### src/rtl/divider_pkg.sv
// Shared width and state encodings for the arithmetic units.
package divider_pkg;

  localparam int DATA_WIDTH = 32;

  typedef enum logic [1:0] {
    IDLE = 2'd0,
    RUN  = 2'd1,
    FIX  = 2'd2,
    DONE = 2'd3
  } state_t;

  function automatic logic [DATA_WIDTH-1:0] mag(input logic [DATA_WIDTH-1:0] x);
    return x[DATA_WIDTH-1] ? -x : x;
  endfunction

endpackage

### src/rtl/divider.sv
// Signed floor divider: 32-step restoring divide on magnitudes, then sign/floor fix-up.
// Latency 35 cycles from request to result; stall = div && !DONE, div low aborts.
module divider
  import divider_pkg::*;
(
  input  logic                    CLK,
  input  logic                    rst,
  input  logic                    div,
  output logic                    stall,
  input  logic [DATA_WIDTH-1:0]   A,
  input  logic [DATA_WIDTH-1:0]   B,
  output logic [2*DATA_WIDTH-1:0] divRes
);

  localparam int W = DATA_WIDTH;

  state_t         state;
  logic [4:0]     cnt;
  logic [W-1:0]   dvd;     // dividend bits shift out, quotient bits shift in
  logic [W-1:0]   rem;
  logic [W-1:0]   a_reg;
  logic [W-1:0]   absb;
  logic           sa;
  logic           sb;
  logic           bz;

  logic [W:0]     shifted;
  logic [W+1:0]   diff;
  logic           nob;
  logic [W-1:0]   q_fix;
  logic [W-1:0]   r_fix;

  assign stall = div && (state != DONE);

  always_comb begin
    shifted = {rem, dvd[W-1]};
    diff    = {1'b0, shifted} - {2'b00, absb};
    nob     = ~diff[W+1];
  end

  // Floor correction: remainder takes the divisor's sign.
  always_comb begin
    q_fix = dvd;
    r_fix = rem;
    if (bz) begin
      q_fix = '1;
      r_fix = a_reg;
    end else if (sa == sb) begin
      q_fix = dvd;
      r_fix = sb ? -rem : rem;
    end else if (rem == '0) begin
      q_fix = -dvd;
      r_fix = '0;
    end else begin
      q_fix = ~dvd;
      r_fix = sb ? (rem - absb) : (absb - rem);
    end
  end

  always_ff @(posedge CLK or posedge rst) begin
    if (rst) begin
      state  <= IDLE;
      cnt    <= '0;
      dvd    <= '0;
      rem    <= '0;
      a_reg  <= '0;
      absb   <= '0;
      sa     <= 1'b0;
      sb     <= 1'b0;
      bz     <= 1'b0;
      divRes <= '0;
    end else begin
      case (state)
        IDLE: begin
          if (div) begin
            a_reg <= A;
            dvd   <= mag(A);
            absb  <= mag(B);
            sa    <= A[W-1];
            sb    <= B[W-1];
            bz    <= (B == '0);
            rem   <= '0;
            cnt   <= '0;
            state <= RUN;
          end
        end
        RUN: begin
          if (!div) begin
            state <= IDLE;
          end else begin
            rem   <= nob ? diff[W-1:0] : shifted[W-1:0];
            dvd   <= {dvd[W-2:0], nob};
            cnt   <= cnt + 5'd1;
            if (cnt == 5'd31) state <= FIX;
          end
        end
        FIX: begin
          if (!div) begin
            state <= IDLE;
          end else begin
            divRes <= {r_fix, q_fix};
            state  <= DONE;
          end
        end
        default: state <= IDLE;
      endcase
    end
  end

endmodule
### config.mk
export PLATFORM = sky130hd
export DESIGN_NAME = divider
export DESIGN_NICKNAME = d
export VERILOG_FILES = /design/src/rtl/divider_pkg.sv /design/src/rtl/divider.sv
export SDC_FILE = /design/constraint.sdc
export NUM_CORES = 1
export LEC_CHECK = 0
export BUFFER_PORTS_ARGS = -buffer_cell sky130_fd_sc_hd__buf_2
export CAP_MARGIN = 0
export CORE_ASPECT_RATIO = 0.8
export CORE_MARGIN = 5
export CORE_UTILIZATION = 45
export DETAILED_ROUTE_END_ITERATION = 7
export GPL_ROUTABILITY_DRIVEN = 1
export PLACE_DENSITY = 0.67
export SETUP_SLACK_MARGIN = 0.15
export SLEW_MARGIN = 20
export SYNTH_ARGS = -nofsm -noshare
export SYNTH_HDL_FRONTEND = slang
export SYNTH_SLANG_ARGS = --single-unit
### constraint.sdc
create_clock -name CLK -period 8.9 [get_ports CLK]
set_clock_uncertainty 0.05 [all_clocks]
set_input_delay 2.67 -clock CLK [delete_from_list [all_inputs] [get_ports CLK]]
set_output_delay 2.67 -clock CLK [all_outputs]
set_load 0.01 [all_outputs]
# After elaboration in Yosys (flattened, before gate mapping)
# Cells that the tools add are included.
[word_totals] input_bits=67 reg_bits=202 wordCells=62 out_inout_bits=65
[classes] n_reduce_logical=9 n_addsub=8 n_eq_ne=8 mux=25 bitwise=2
[op_table] cell="$mux 32" n=15
[op_table] cell="$neg 32->32" n=4
[op_table] cell="$pmux 32 s2" n=2
[op_table] cell="$logic_not 32->1" n=2
[op_table] cell="$sub 32x32->32" n=2
[op_table] cell="$sub 33x32->34" n=1
[op_table] cell="$not 32->32" n=1
[op_table] cell="$mux 5" n=2
[op_table] cell="$pmux 5 s2" n=1
[op_table] cell="$mux 2" n=4
[op_table] cell="$ne 2x2->1 const B" n=3
[op_table] cell="$pmux 2 s3" n=1
[op_table] cell="$reduce_and 2->1" n=3
[op_table] cell="$add 5x1->5 const B" n=1
[op_table] cell="$eq 5x5->1 const B" n=1
[op_table] cell="$ne 3x3->1 const B" n=1
[op_table] cell="$reduce_and 3->1" n=1
[op_table] cell="$eq 2x1->1 const B" n=1
[op_table] cell="$eq 2x2->1 const B" n=1
[op_table] cell="$logic_not 2->1" n=1
[op_table] cell="$reduce_bool 2->1" n=1
[op_table] cell="$eq 1x1->1" n=1
[op_table] cell="$logic_and 1x1->1" n=1
[op_table] cell="$not 1->1" n=1

# Depth between registers and ports, before layout
[logic_depth] depth_word=5 depth_mapped=13 depth_no_buf=13

# Least setup slack after synthesis
# No wires, ideal clock.
[synth_path] path_type="input to output" from="in div" to="out stall" slack_ps=3210 path_buffers=0 cell_stages=1 arrival_ps=2970 required_time_ps=6180 cell_sequence="a21boi_0"
[synth_between] elab_chain_cells=1
[synth_rtl] element="start: declaration" line="divider.sv:8" source="input logic div,"
[synth_rtl] element="$logic_and 1x1->1" line="divider.sv:33" source="assign stall = div && (state != DONE);"
[synth_rtl] element="end: declaration" line="divider.sv:9" source="output logic stall,"
# No other way between the ends.

# Final worst setup path
# Ends and elaborated chain as after synthesis.

==> run_results.csv <==
group,metric,value,unit
sta,max_slew.worst_pin.slew,1.27,ns
layout,fin_area,18100,sq um
yosys,ys_seq_area_share,30.9,%
clock_network,cts_made_buffers,24,
global_route,grtUsageTotal,27.9,%
yosys,netlist_area,16300,sq um
clock_network,cts_setup_buffers,0,
global_route,grt_max_degree,97,
yosys,synth_nets,2279,
routing,drt-total-wl,57900,microns
power,p_int,0.00283,W
routing,vias,16200,
status,status,"complete, no violations",
yosys,yosysTopAreaCell,"dfrtp_1",
sta,hold_viol,0,
clock_network,path_clk_slew,0.06,ns
layout,area_delta_synth_final,11.0,%
yosys,yosysWarningCount,0,
floorplanning,io_pins,132,
yosys,netlist.area_leader.share,30.9,%
placed_design,port_buffers,131,
layout,largest_register,"divRes",
floorplanning,rows,62,
layout,drive_above_1_share,10.7,%
clock_network,root_buffer,"clkbuf_16",
power,power_density,308,nW/um^2
setup_path,critical_path_arrival,3.24,ns
setup_path,cp-start-kind,"primary input",
clock_network,cts.repair.resized,0,
power,seqPwrFrac,23.9,%
yosys,synth.most_common_cell,"nand2_1",
clock_network,cts.path.max_buffers,3,
yosys,synth_edf_count,0,
sta,rsz0062_at_grt,"no",
setup_path,reg2regPathDepth,13,
clock_network,cts_tree,"yes",
sta,finalSetupTns,0,ns
yosys,ys_async_sr_fraction,100,%
placed_design,dp_slack,2.92,ns
setup_path,worst_setup_path_end_kind,"output pin",
placed_design,hpwl,44900,microns
clock_network,cts_hold_buf,0,
power,p_leak,8.01,nW
yosys,synth_ff_type,"dfrtp_1",
setup_path,path_max_fanout,8,
floorplanning,die_w,223,microns
power,power_frac_comb,58.0,%
yosys,ys_seq_elements,201,
yosys,synth.distinct_cells,77,
sta,setup_ws,2.94,ns
setup_path,path_class,"primary input to output pin",
routing,postRouteAntennaNets,0,
hold_path,whs_path_depth,2,
routing,post_drt_wl_per_cell,21.8,microns
power,peakVddDrop,0.164,mV
global_route,grt_pass1_wl,90500,microns
global_route,grt_pass1_vias,15200,
routing,dr.pass1.iters,6,
layout,n_antenna_cell,0,
yosys,synth_common_cells,"301 x nand2_1, 236 x o21ai_0, 215 x a21oi_1",
floorplanning,core,35800,sq um
sta,maxSlewViolCount,0,
yosys,syn_inst,2107,
yosys,postSynthAreaPerCell,7.73,sq um
layout,largest_register_ffs,64,
power,switching_power,0.00274,W
power,p_sw_share,49.2,%
sta,slew_headroom,14.3,%
placed_design,place_inst,2616,
run,maxCapViolations,0,
routing,drt_iter0_drc,1805,
placed_design,gp_congestion,0.996,
global_route,overflow,0,
sta,fmax,0.168,GHz
clock_network,clkSinkCount,201,
sta,setup_viol,0,
layout,finalNetCount,2334,
hold_path,hp-class,"flip-flop to flip-flop",
sta,finalCriticalPeriod,5.96,ns
layout,final_cells,2658,
floorplanning,die_h,180,microns
routing,drc,0,
sta,fin_crit_sh,67.0,%
power,power_frac_clock,18.1,%
clock_network,clock_latency,0.53,ns
floorplanning,dieArea,40100,sq um
global_route,antenna_found_initial,0,
routing,vias_per_cell,6.11,
clock_network,htree_levels,1,
placed_design,placed_area,17300,sq um
floorplanning,start_util,45.5,%
setup_path,worstPathRequired,6.18,ns
yosys,synth_area_leaders,"dfrtp_1 31%, ha_1 7.8%, o21ai_0 7.2%",
worst max-delay path, stage by stage:
cell	delay [ns]
buf_2	0.17
a21boi_0	0.23
buf_2	0.17
cells in the final DEF (no fill, tap or decap), drive strengths merged, types with 13 or more instances in the layout:
| master | netlist | layout |
|---|---|---|
| a211oi | 27 | 27 |
| a21o | 31 | 31 |
| a21oi | 215 | 215 |
| a221oi | 15 | 15 |
| a31oi | 21 | 21 |
| and3 | 13 | 13 |
| buf | 9 | 153 |
| clkbuf | 115 | 35 |
| dfrtp | 201 | 201 |
| ha | 102 | 102 |
| inv | 94 | 95 |
| mux2i | 13 | 13 |
| nand2 | 301 | 301 |
| nand2b | 19 | 19 |
| nand3 | 31 | 31 |
| nand4 | 18 | 18 |
| nor2 | 165 | 165 |
| nor2b | 15 | 15 |
| nor3 | 38 | 38 |
| nor4 | 15 | 15 |
| o21ai | 241 | 241 |
| o21bai | 16 | 16 |
| o22ai | 14 | 14 |
| o31ai | 32 | 32 |
| or3 | 28 | 28 |
| or4 | 15 | 15 |
| xnor2 | 73 | 73 |
| xor2 | 74 | 74 |
cells by family after synthesis:
logic type / count (synthesis) / share of synthesized area [%]
AO/OA/AOI/OAI: 729 / 27.4
AND/OR/NAND/NOR: 690 / 19.6
buffers and inverters: 220 / 5.09
flip-flops: 201 / 30.9
XOR/XNOR: 147 / 7.90
adder cells (fa/ha/maj): 105 / 8.20
multiplexers: 15 / 0.937
layout make-up:
type | count | area (sq um)
Inverter | 96 | 368
Fill cell | 3534 | 17800
Multi-Input combinational cell | 1686 | 10500
Timing Repair Buffer | 153 | 821
Clock inverter | 7 | 88.8
Sequential cell | 201 | 5030
Tap cell | 480 | 601
Clock buffer | 35 | 703
stage by stage:
step                utilization, %  hold slack, ns  total power [W]
finish                        50.5           0.420          0.00558
global route                  50.5           0.438          0.00595
CTS                           50.4           0.422          0.00550
detailed placement            48.2           0.407          0.00447
global placement              48.2           0.406          0.00444
floorplan                        -           0.387          0.00354
layer usage:
layer  part of all wire, %  GRT usage [%]
met3                   8.9           5.44
met4                   2.1           5.68
met2                    42           40.1
met1                    47           43.5
met5                     0              0
power by group through the flow:
stage               Sequential (W)  Combinational, W  Clock [W]
finish                     0.00133           0.00323    0.00101
CTS                        0.00133           0.00315    0.00103
floorplan                  0.00122           0.00231          0
global route               0.00135           0.00352    0.00107
global placement           0.00134           0.00311          0
detailed placement         0.00134           0.00313          0
worst paths after layout:
kind | startpoint | endpoint | slack [ns]
setup / recovery | div | stall | 2.94
hold / removal | a_reg[17] | a_reg[17] | 0.42
setup reg to reg | rem[0] | divRes[42] | 4.32
hold reg to reg | a_reg[17] | a_reg[17] | 0.42
max in group asynchronous | rst | absb[30] | 5.36
min in group asynchronous | rst | divRes[16] | 2.17
Note: power is estimated with default switching activity, not from simulation.
